--- config.mk ---
export PLATFORM = sky130hd
export DESIGN_NAME = mac_acc_pipe
export DESIGN_NICKNAME = d
export VERILOG_FILES = /design/src/rtl/mac_pkg.sv /design/src/rtl/mul_booth_radix4.sv /design/src/rtl/mac_acc_pipe.sv
export SDC_FILE = /design/constraint.sdc
export NUM_CORES = 1
export LEC_CHECK = 0
export ABC_AREA = 1
export ABC_CLOCK_PERIOD_IN_PS = 4200
export BUFFER_PORTS_ARGS = -buffer_cell sky130_fd_sc_hd__buf_2
export CORE_AREA = 4 4 131 146
export CTS_BUF_LIST = sky130_fd_sc_hd__clkbuf_4 sky130_fd_sc_hd__clkbuf_8 sky130_fd_sc_hd__clkbuf_16
export DETAILED_ROUTE_END_ITERATION = 6
export DIE_AREA = 0 0 135 150
export PLACE_DENSITY = 0.75
export SYNTH_ARGS = -nofsm -noshare
export SYNTH_HDL_FRONTEND = slang
export SYNTH_SLANG_ARGS = --single-unit
--- constraint.sdc ---
create_clock -name clk -period 4.2 [get_ports clk]
set_input_delay 0.21 -clock clk [delete_from_list [all_inputs] [get_ports clk]]
set_output_delay 0.21 -clock clk [all_outputs]
set_load 0.02 [all_outputs]
--- src/rtl/mac_pkg.sv ---
// Shared types and default widths for the MAC accumulator pipeline.
// Holds the accumulator FSM encoding used by mac_acc_pipe.
package mac_pkg;

  localparam int DATA_W_DEF = 8;
  localparam int ACC_W_DEF  = 32;
  localparam int CNT_W_DEF  = 16;

  typedef enum logic {
    IDLE = 1'b0,
    RUN  = 1'b1
  } acc_state_t;

endpackage

--- src/rtl/mul_booth_radix4.sv ---
// Combinational radix-4 Booth multiplier, signed or unsigned operands.
// Operands are widened by one bit so unsigned values recode as positive.
module mul_booth_radix4 #(
  parameter int DATA_W = 8
) (
  input  logic [DATA_W-1:0]   a,
  input  logic [DATA_W-1:0]   b,
  input  logic                sgn,
  output logic [2*DATA_W-1:0] p
);

  localparam int EW = DATA_W + 1 + ((DATA_W + 1) % 2);
  localparam int PW = 2 * EW;
  localparam int ND = EW / 2;

  logic [EW-1:0] a_x;
  logic [EW-1:0] b_x;
  logic [EW:0]   b_t;
  logic [PW-1:0] a_p;
  logic [PW-1:0] pp;
  logic [PW-1:0] sum;

  assign a_x = {{(EW-DATA_W){sgn & a[DATA_W-1]}}, a};
  assign b_x = {{(EW-DATA_W){sgn & b[DATA_W-1]}}, b};
  assign a_p = {{(PW-EW){a_x[EW-1]}}, a_x};
  assign b_t = {b_x, 1'b0};

  // Recode multiplier in overlapping triplets and sum shifted partials.
  always_comb begin
    sum = '0;
    pp  = '0;
    for (int i = 0; i < ND; i++) begin
      unique case (b_t[2*i +: 3])
        3'b001, 3'b010: pp = a_p;
        3'b011:         pp = a_p << 1;
        3'b100:         pp = -(a_p << 1);
        3'b101, 3'b110: pp = -a_p;
        default:        pp = '0;
      endcase
      sum = sum + (pp << (2 * i));
    end
  end

  assign p = sum[2*DATA_W-1:0];

endmodule

--- src/rtl/mac_acc_pipe.sv ---
// Three-stage multiply-accumulate pipeline producing dot products.
// Operand reg, product reg, accumulator with a single output register.
module mac_acc_pipe
  import mac_pkg::*;
#(
  parameter int DATA_W = DATA_W_DEF,
  parameter int ACC_W  = ACC_W_DEF,
  parameter int CNT_W  = CNT_W_DEF
) (
  input  logic              clk,
  input  logic              rst_n,
  input  logic              in_valid,
  output logic              in_ready,
  input  logic [DATA_W-1:0] in_a,
  input  logic [DATA_W-1:0] in_b,
  input  logic              in_signed,
  input  logic              in_last,
  output logic              out_valid,
  input  logic              out_ready,
  output logic [ACC_W-1:0]  out_data,
  output logic              out_ovf,
  output logic [CNT_W-1:0]  out_cnt
);

  logic stall;
  logic adv;

  logic              s0_v;
  logic              s0_sgn;
  logic              s0_last;
  logic [DATA_W-1:0] s0_a;
  logic [DATA_W-1:0] s0_b;

  logic [2*DATA_W-1:0] mul_p;
  logic [ACC_W-1:0]    mul_x;

  logic             s1_v;
  logic             s1_sgn;
  logic             s1_last;
  logic [ACC_W-1:0] s1_p;

  acc_state_t       state;
  acc_state_t       state_nx;
  logic [ACC_W-1:0] acc;
  logic [ACC_W-1:0] acc_nx;
  logic             aovf;
  logic             aovf_nx;
  logic [CNT_W-1:0] acnt;
  logic [CNT_W-1:0] acnt_nx;

  logic [ACC_W:0]   add_full;
  logic             add_ovf;
  logic [ACC_W-1:0] nsum;
  logic             novf;
  logic [CNT_W-1:0] ncnt;
  logic             ld_out;

  assign stall    = out_valid & ~out_ready;
  assign adv      = s1_v & ~stall;
  assign in_ready = rst_n & ~stall;

  // Operand register.
  always_ff @(posedge clk) begin
    if (!rst_n) begin
      s0_v    <= 1'b0;
      s0_sgn  <= 1'b0;
      s0_last <= 1'b0;
      s0_a    <= '0;
      s0_b    <= '0;
    end else if (!stall) begin
      s0_v    <= in_valid;
      s0_sgn  <= in_signed;
      s0_last <= in_last;
      s0_a    <= in_a;
      s0_b    <= in_b;
    end
  end

  mul_booth_radix4 #(
    .DATA_W(DATA_W)
  ) u_mul (
    .a  (s0_a),
    .b  (s0_b),
    .sgn(s0_sgn),
    .p  (mul_p)
  );

  // Extend the exact product to accumulator width in the beat's mode.
  always_comb begin
    mul_x = {ACC_W{s0_sgn & mul_p[2*DATA_W-1]}};
    mul_x[2*DATA_W-1:0] = mul_p;
  end

  // Product register.
  always_ff @(posedge clk) begin
    if (!rst_n) begin
      s1_v    <= 1'b0;
      s1_sgn  <= 1'b0;
      s1_last <= 1'b0;
      s1_p    <= '0;
    end else if (!stall) begin
      s1_v    <= s0_v;
      s1_sgn  <= s0_sgn;
      s1_last <= s0_last;
      s1_p    <= mul_x;
    end
  end

  // Accumulator next-state: partial sum, sticky overflow, beat count.
  always_comb begin
    add_full = {1'b0, acc} + {1'b0, s1_p};
    add_ovf  = s1_sgn
             ? ((acc[ACC_W-1] == s1_p[ACC_W-1]) &&
                (add_full[ACC_W-1] != acc[ACC_W-1]))
             : add_full[ACC_W];
    nsum     = s1_p;
    novf     = 1'b0;
    ncnt     = CNT_W'(1);
    state_nx = state;
    acc_nx   = acc;
    aovf_nx  = aovf;
    acnt_nx  = acnt;
    ld_out   = 1'b0;
    unique case (state)
      IDLE: ;
      RUN: begin
        nsum = add_full[ACC_W-1:0];
        novf = aovf | add_ovf;
        ncnt = (&acnt) ? acnt : acnt + CNT_W'(1);
      end
    endcase
    if (adv) begin
      if (s1_last) begin
        state_nx = IDLE;
        acc_nx   = '0;
        aovf_nx  = 1'b0;
        acnt_nx  = '0;
        ld_out   = 1'b1;
      end else begin
        state_nx = RUN;
        acc_nx   = nsum;
        aovf_nx  = novf;
        acnt_nx  = ncnt;
      end
    end
  end

  // Accumulator state register.
  always_ff @(posedge clk) begin
    if (!rst_n) begin
      state <= IDLE;
      acc   <= '0;
      aovf  <= 1'b0;
      acnt  <= '0;
    end else begin
      state <= state_nx;
      acc   <= acc_nx;
      aovf  <= aovf_nx;
      acnt  <= acnt_nx;
    end
  end

  // Output register reloads in the same cycle it is consumed.
  always_ff @(posedge clk) begin
    if (!rst_n) begin
      out_valid <= 1'b0;
      out_data  <= '0;
      out_ovf   <= 1'b0;
      out_cnt   <= '0;
    end else if (ld_out) begin
      out_valid <= 1'b1;
      out_data  <= nsum;
      out_ovf   <= novf;
      out_cnt   <= ncnt;
    end else if (out_ready) begin
      out_valid <= 1'b0;
    end
  end

endmodule

---- Word level (Yosys, flattened, before mapping) ----
Cells that the tools add are included.
word-level totals
  register bits ........................... 139
  bits in latches ......................... 0
  bits in writable memories ............... 0
  bits in read-only memories .............. 0
  input bits .............................. 22
  output and inout bits ................... 51
  logic and storage cells ................. 92
  memories kept ........................... 0
operators by class
  add/subtract/negate cells ............... 8
  $mul .................................... 0
  div/mod/pow operators ................... 0
  order comparisons ....................... 0
  eq/ne operators ......................... 29
  shift-type cells ........................ 0
  multiplexer cells ....................... 18
  bitwise gates (word level) .............. 9
  reductions and logical operators ........ 11
operators by type and width
  kind                                            number
  adder 16 bit                                    4
  2-to-1 mux 32 bit                               2
  case mux 14 bit (4 select lines)                1
  2-to-1 mux 16 bit                               3
  case mux 12 bit (4 select lines)                1
  case mux 16 bit (3 select lines)                1
  case mux 10 bit (4 select lines)                1
  == test 3 bit (second input constant)           12
  adder 32 x 32 -> 33 bit                         1
  negation 16 bit                                 2
  case mux 8 bit (4 select lines)                 1
  == test 3 x 2 -> 1 bit (second input constant)  8
  adder 16 x 1 -> 16 bit (second input constant)  1
  AND reduction 16 bit                            1
  OR reduction 2 bit                              8
  == test 3 x 1 -> 1 bit (second input constant)  4
  2-to-1 mux 1 bit                                8
  bitwise AND 1 bit                               6
  == test 2 bit (second input constant)           2
  == test 2 x 1 -> 1 bit (second input constant)  1
  inverter 1 bit                                  2
  nonzero test 2 bit                              1
  == test 1 bit                                   1
  logical AND 1 bit                               1
  2 further kinds                                 2

---- Depth between registers and ports, before layout ----
  word-level depth ........................ 8
  gate-level depth with buffers ........... 27
  mapped depth without buffers ............ 27

---- Cells and area by module ----
From an unflattened synthesis, not the netlist that was laid out.
second synthesis, totals
  cells, all modules ...................... 1397
  area total of the unflattened synthesis .. 9865.7 sq um
modules (own cells, without submodules)
  module            instances  cells an instance  area each (sq um)  seq. area each (sq um)
  mac_acc_pipe      1          1020               7270.7             2782.7
  mul_booth_radix4  1          377                2595.0             0.0

---- Worst setup path before layout ----
No wires, ideal clock.
  kind .................................... register to register
  from .................................... reg s0_a[0]
  to ...................................... reg s1_p[15]
  setup time .............................. 0.117 ns
  data arrival time ....................... 4.326 ns
  data required time ...................... 4.083 ns
  path slack .............................. -0.243 ns
  stages on the path, launching flop included .. 28
  buffers on the path ..................... 0
  clock period less this slack ............ 4.443 ns
  cell sequence ........................... dfxtp_1 > inv_2 > ha_1 > inv_1 > nor2_4 > nand2_1 > o21ai_0 > nand2_1 > inv_1 > a21oi_1 > o21ai_0 > fa_1 > fa_1 > inv_1 > fa_1 > inv_1 > ha_1 > inv_1 > o21ai_0 > nor2_1 > o21ai_0 > nand2_1 > nand2_1 > a21oi_1 > nand3_1 > nand2_1 > nor2_1 > nor2_1
between the ends
  longest elaborated chain between the ends .. 6
  elaborated cells between the ends (all ways) .. 11
  those cells by class .................... 6 x add/sub; 5 x mux
RTL lines
  item                                                                                  RTL line                                        source
  start: declaration                                                                    mac_acc_pipe.sv:31                              logic [DATA_W-1:0] s0_a;
  start signal: assignment                                                              mac_acc_pipe.sv:74                              s0_a <= in_a;
  negation 16 bit, on equally long branches                                             mul_booth_radix4.sv:37, mul_booth_radix4.sv:36
  case mux 14 bit (4 select lines) or case mux 16 bit (3 select lines) (tied branches)  mul_booth_radix4.sv:33                          unique case (b_t[2*i +: 3])
  adder 16 bit (3 in series)                                                            mul_booth_radix4.sv:40                          sum = sum + (pp << (2 * i));
  adder 16 bit *                                                                        mul_booth_radix4.sv:40
  end signal: assignment                                                                mac_acc_pipe.sv:105                             s1_p <= mul_x;
  end: declaration                                                                      mac_acc_pipe.sv:40                              logic [ACC_W-1:0] s1_p;
Mark *: on every way between the ends. The rest lies on a longest branch, timed or not.
A chain may end at the register's enable or synchronous reset.

---- Worst setup path after layout ----
Ends and elaborated chain as after synthesis.

==> results.cfg <==
[run_status]
status = finished with violations
failed_checks = setup timing

[placed_design]
dp_hpwl_um = 23900
port_buffers = 72
place_congestion = 0.969
dp.cells = 1796

[clock_network]
clkLatencyLatePin_ns = 0.43
cts_made_buffers = 17
clkSlewWorstSetupHoldPaths_ns = 0.07
root_buffer = clkbuf_16
cts_tree = done
htreeDepth = 4
cts.sinks = 139
cts_buffer_depth = 2

[power_and_ir_drop]
p_leak_nw = 5.61
power_mw = 4.43
ir_drop_v = 0.000308
powerDensity_nw_per_um2 = 364

[grt]
antenna_found_initial = 0
use_met2_pct = 56.8
grt_pass1_wl_um = 50300
first_global_vias = 10127
grt_use_total_pct = 31.2
met3_usage_pct = 4.71
grt_max_degree = 57
busiest_layer = met2
use_met1_pct = 35.3
grt_overflow = 0

[critical_path]
arrival_ns = 4.62
r2r-end = s1_p[15]
crit_path_end_kind = flip-flop
cp_data_required_time_ns = 4.52
r2r-start = s0_a[0]
worstSetupPathType = reg2reg
slowest_stage = fa_1
cpLargestDelayFamily = adder cells
r2r_cells = 27
cp.depth = 27
crit_path_start_kind = flip-flop
worst-path-max-fanout = 4
critPathMaxStageDelay_ns = 0.53
worst-path-buf-inv = 5
r2r_slack_ns = -0.1

[synth]
yosys.area.top_type = dfxtp_1
yosysSeqAreaShare_pct = 28.5
synthTopCellsByArea = dfxtp_1 29%, nand2_1 12%, inv_1 6.9%, ha_1 6.8%, a21oi_1 6.1%
synth_cell_types = 53
synth_top_area_share_pct = 28.5
synthMostInstantiatedCell = nand2_1
avgSynthCellArea_sq_um = 6.92
netlist_area_sq_um = 9760
ys_dominant_reg_cell = dfxtp_1
synthesis.nets = 1514
synth_commonest_cells = 317 x nand2_1, 180 x inv_1, 139 x dfxtp_1, 118 x a21oi_1, 107 x nand3_1
synth_edf_count = 0
yosys_warnings = 0
yosys_register_bits = 139
async_flop_share_pct = 0
synthCells = 1410

[floorplanning]
fp.dieArea_sq_um = 20300
pin_count = 73
fp.dieW_um = 135
die_y_um = 150
num_rows = 51
coreArea_sq_um = 17500
floorplan.initialDensity_pct = 55.6

[hold_path]
holdCritStartpoint = in_a[5]
hold_depth = 3
hold_end = s0_a[5]
hp-class = in2reg

[timing]
hold_violations = 0
tightest_slew_ns = 0.957
relSlewSlack_pct = 36.0
finalCriticalPeriod_ns = 4.30
rsz0062_at_grt = true
finalCritPeriodShare_pct = 102
fin_ws_ns = -0.0965
finClkSkew_ns = 0.0161
max_freq_ghz = 0.233
setup_viol = 3
slew_violations = 0

[run]
cap_violations = 0

[layout]
drive_above_1_share_pct = 21.9
antenna_cells = 0
nets = 1705
area_growth_pct = 24.7
final_cells = 1852
fillers = 1509
final_util_pct = 69.3

[route]
route.detailed.drc = 0
dr.pass1.iters = 7
vias = 10400
avgViaCountPerCell = 5.62
drt-total-wl_um = 31300
antenna_left = 0
wl_per_cell_um = 16.9
drtIter0Drc = 645
==> worst reg2reg max path, delay by kind of cell, from the launching register on <==
family	cells	cell delay, ns
compound gates	3	0.34
fa+ha+maj	5	1.95
buf+inv	5	0.40
flops	1	0.33
simple gates	14	1.16
==> routing by layer <==
| metal | part of all wire, % | vias to the layer above | wire (um) |
|---|---|---|---|
| met5 | 0 | - | 0 |
| met4 | 5.9 | 0 | 1850 |
| met3 | 4.9 | 110 | 1520 |
| met2 | 51 | 375 | 15900 |
| met1 | 38 | 4829 | 12000 |
| li1 | - | 5086 | - |
==> worst max path at each step <==
stage	to	slack, ns	startpoint
floorplan	s1_p[15]	0.002	s0_a[0]
global placement	s1_p[15]	-0.21	s0_a[1]
detailed placement	s1_p[14]	-0.33	s0_a[1]
CTS	s1_p[14]	-0.11	s0_a[1]
global route	s1_p[16]	-0.36	s0_b[3]
finish	s1_p[15]	-0.1	s0_a[0]
==> flip-flops by register name, indices dropped and copies added (netlist names), 8 cells and up <==
signal,flops
s0_a,8
out_data,32
acc,32
acnt,16
out_cnt,16
s0_b,8
s1_p,17
==> stage by stage <==
| step | setup WS, ns | hold WS (ns) | TNS, ns | instance area, sq um |
|---|---|---|---|---|
| finish | -0.0965 | 0.0138 | -0.281 | 12200 |
| global route | -0.357 | 0.0346 | -1.34 | 12200 |
| CTS | -0.106 | 0.000772 | -0.307 | 12100 |
| detailed placement | -0.333 | 0.414 | -1.18 | 11200 |
| global placement | -0.214 | 0.407 | -0.701 | 11200 |
| floorplan | 0.00173 | 0.323 | 0 | 9790 |
==> cell type report <==
class	count	area [sq um]	area share, %
sequential	139	2790	22.9
clock buffer	17	425	3.50
inverter	198	753	6.19
tap	238	298	2.45
multi-input combinational	1028	6250	51.4
clock inverter	15	154	1.26
timing repair buffer	217	1500	12.3
==> what timing repair did <==
action,CTS,global route
setup endpoints to repair,6,6
hold endpoints to repair,15,0
hold buffers,15,0
gates resized for setup,42,18
setup buffers,4,5
pin swaps,30,28
==> cells in the final DEF (no fill, tap or decap), types with 7 or more instances in the layout <==
master         instances
a21oi_1              113
a21oi_2                7
a22o_1                18
buf_2                 72
buf_4                128
clkbuf_16             17
dfxtp_1              135
dlygate4sd3_1         15
fa_1                  29
ha_1                  46
ha_4                   7
inv_1                173
inv_2                 18
nand2_1              311
nand2_2               17
nand3_1              105
nand3_2                9
nand4_1               13
nor2_1                92
nor2_2                14
nor3_1                 7
o21ai_0               89
o21ai_1               14
o21bai_1               9
o221ai_1               8
o22ai_1               24
or2_2                  8
xnor2_1                8
==> where the power goes <==
group / internal, mW / total (mW) / switching [mW]
Clock: 0.791 / 1.49 / 0.699
Sequential: 1.39 / 1.45 / 0.0635
Combinational: 0.637 / 1.49 / 0.851
==> logic make-up (layout without fill, tap and decap cells) <==
logic type	count (synthesis)	after routing	synth area share, %
and+or+nand+nor	601	601	27.7
AOI/OAI and AO/OA	331	331	20.1
buffers and inverters	243	447	9.75
DFF	139	139	28.5
adders and majority gates	82	82	12.7
xor gates and xnor gates	14	14	1.26
(Power assumes the default switching activity.)
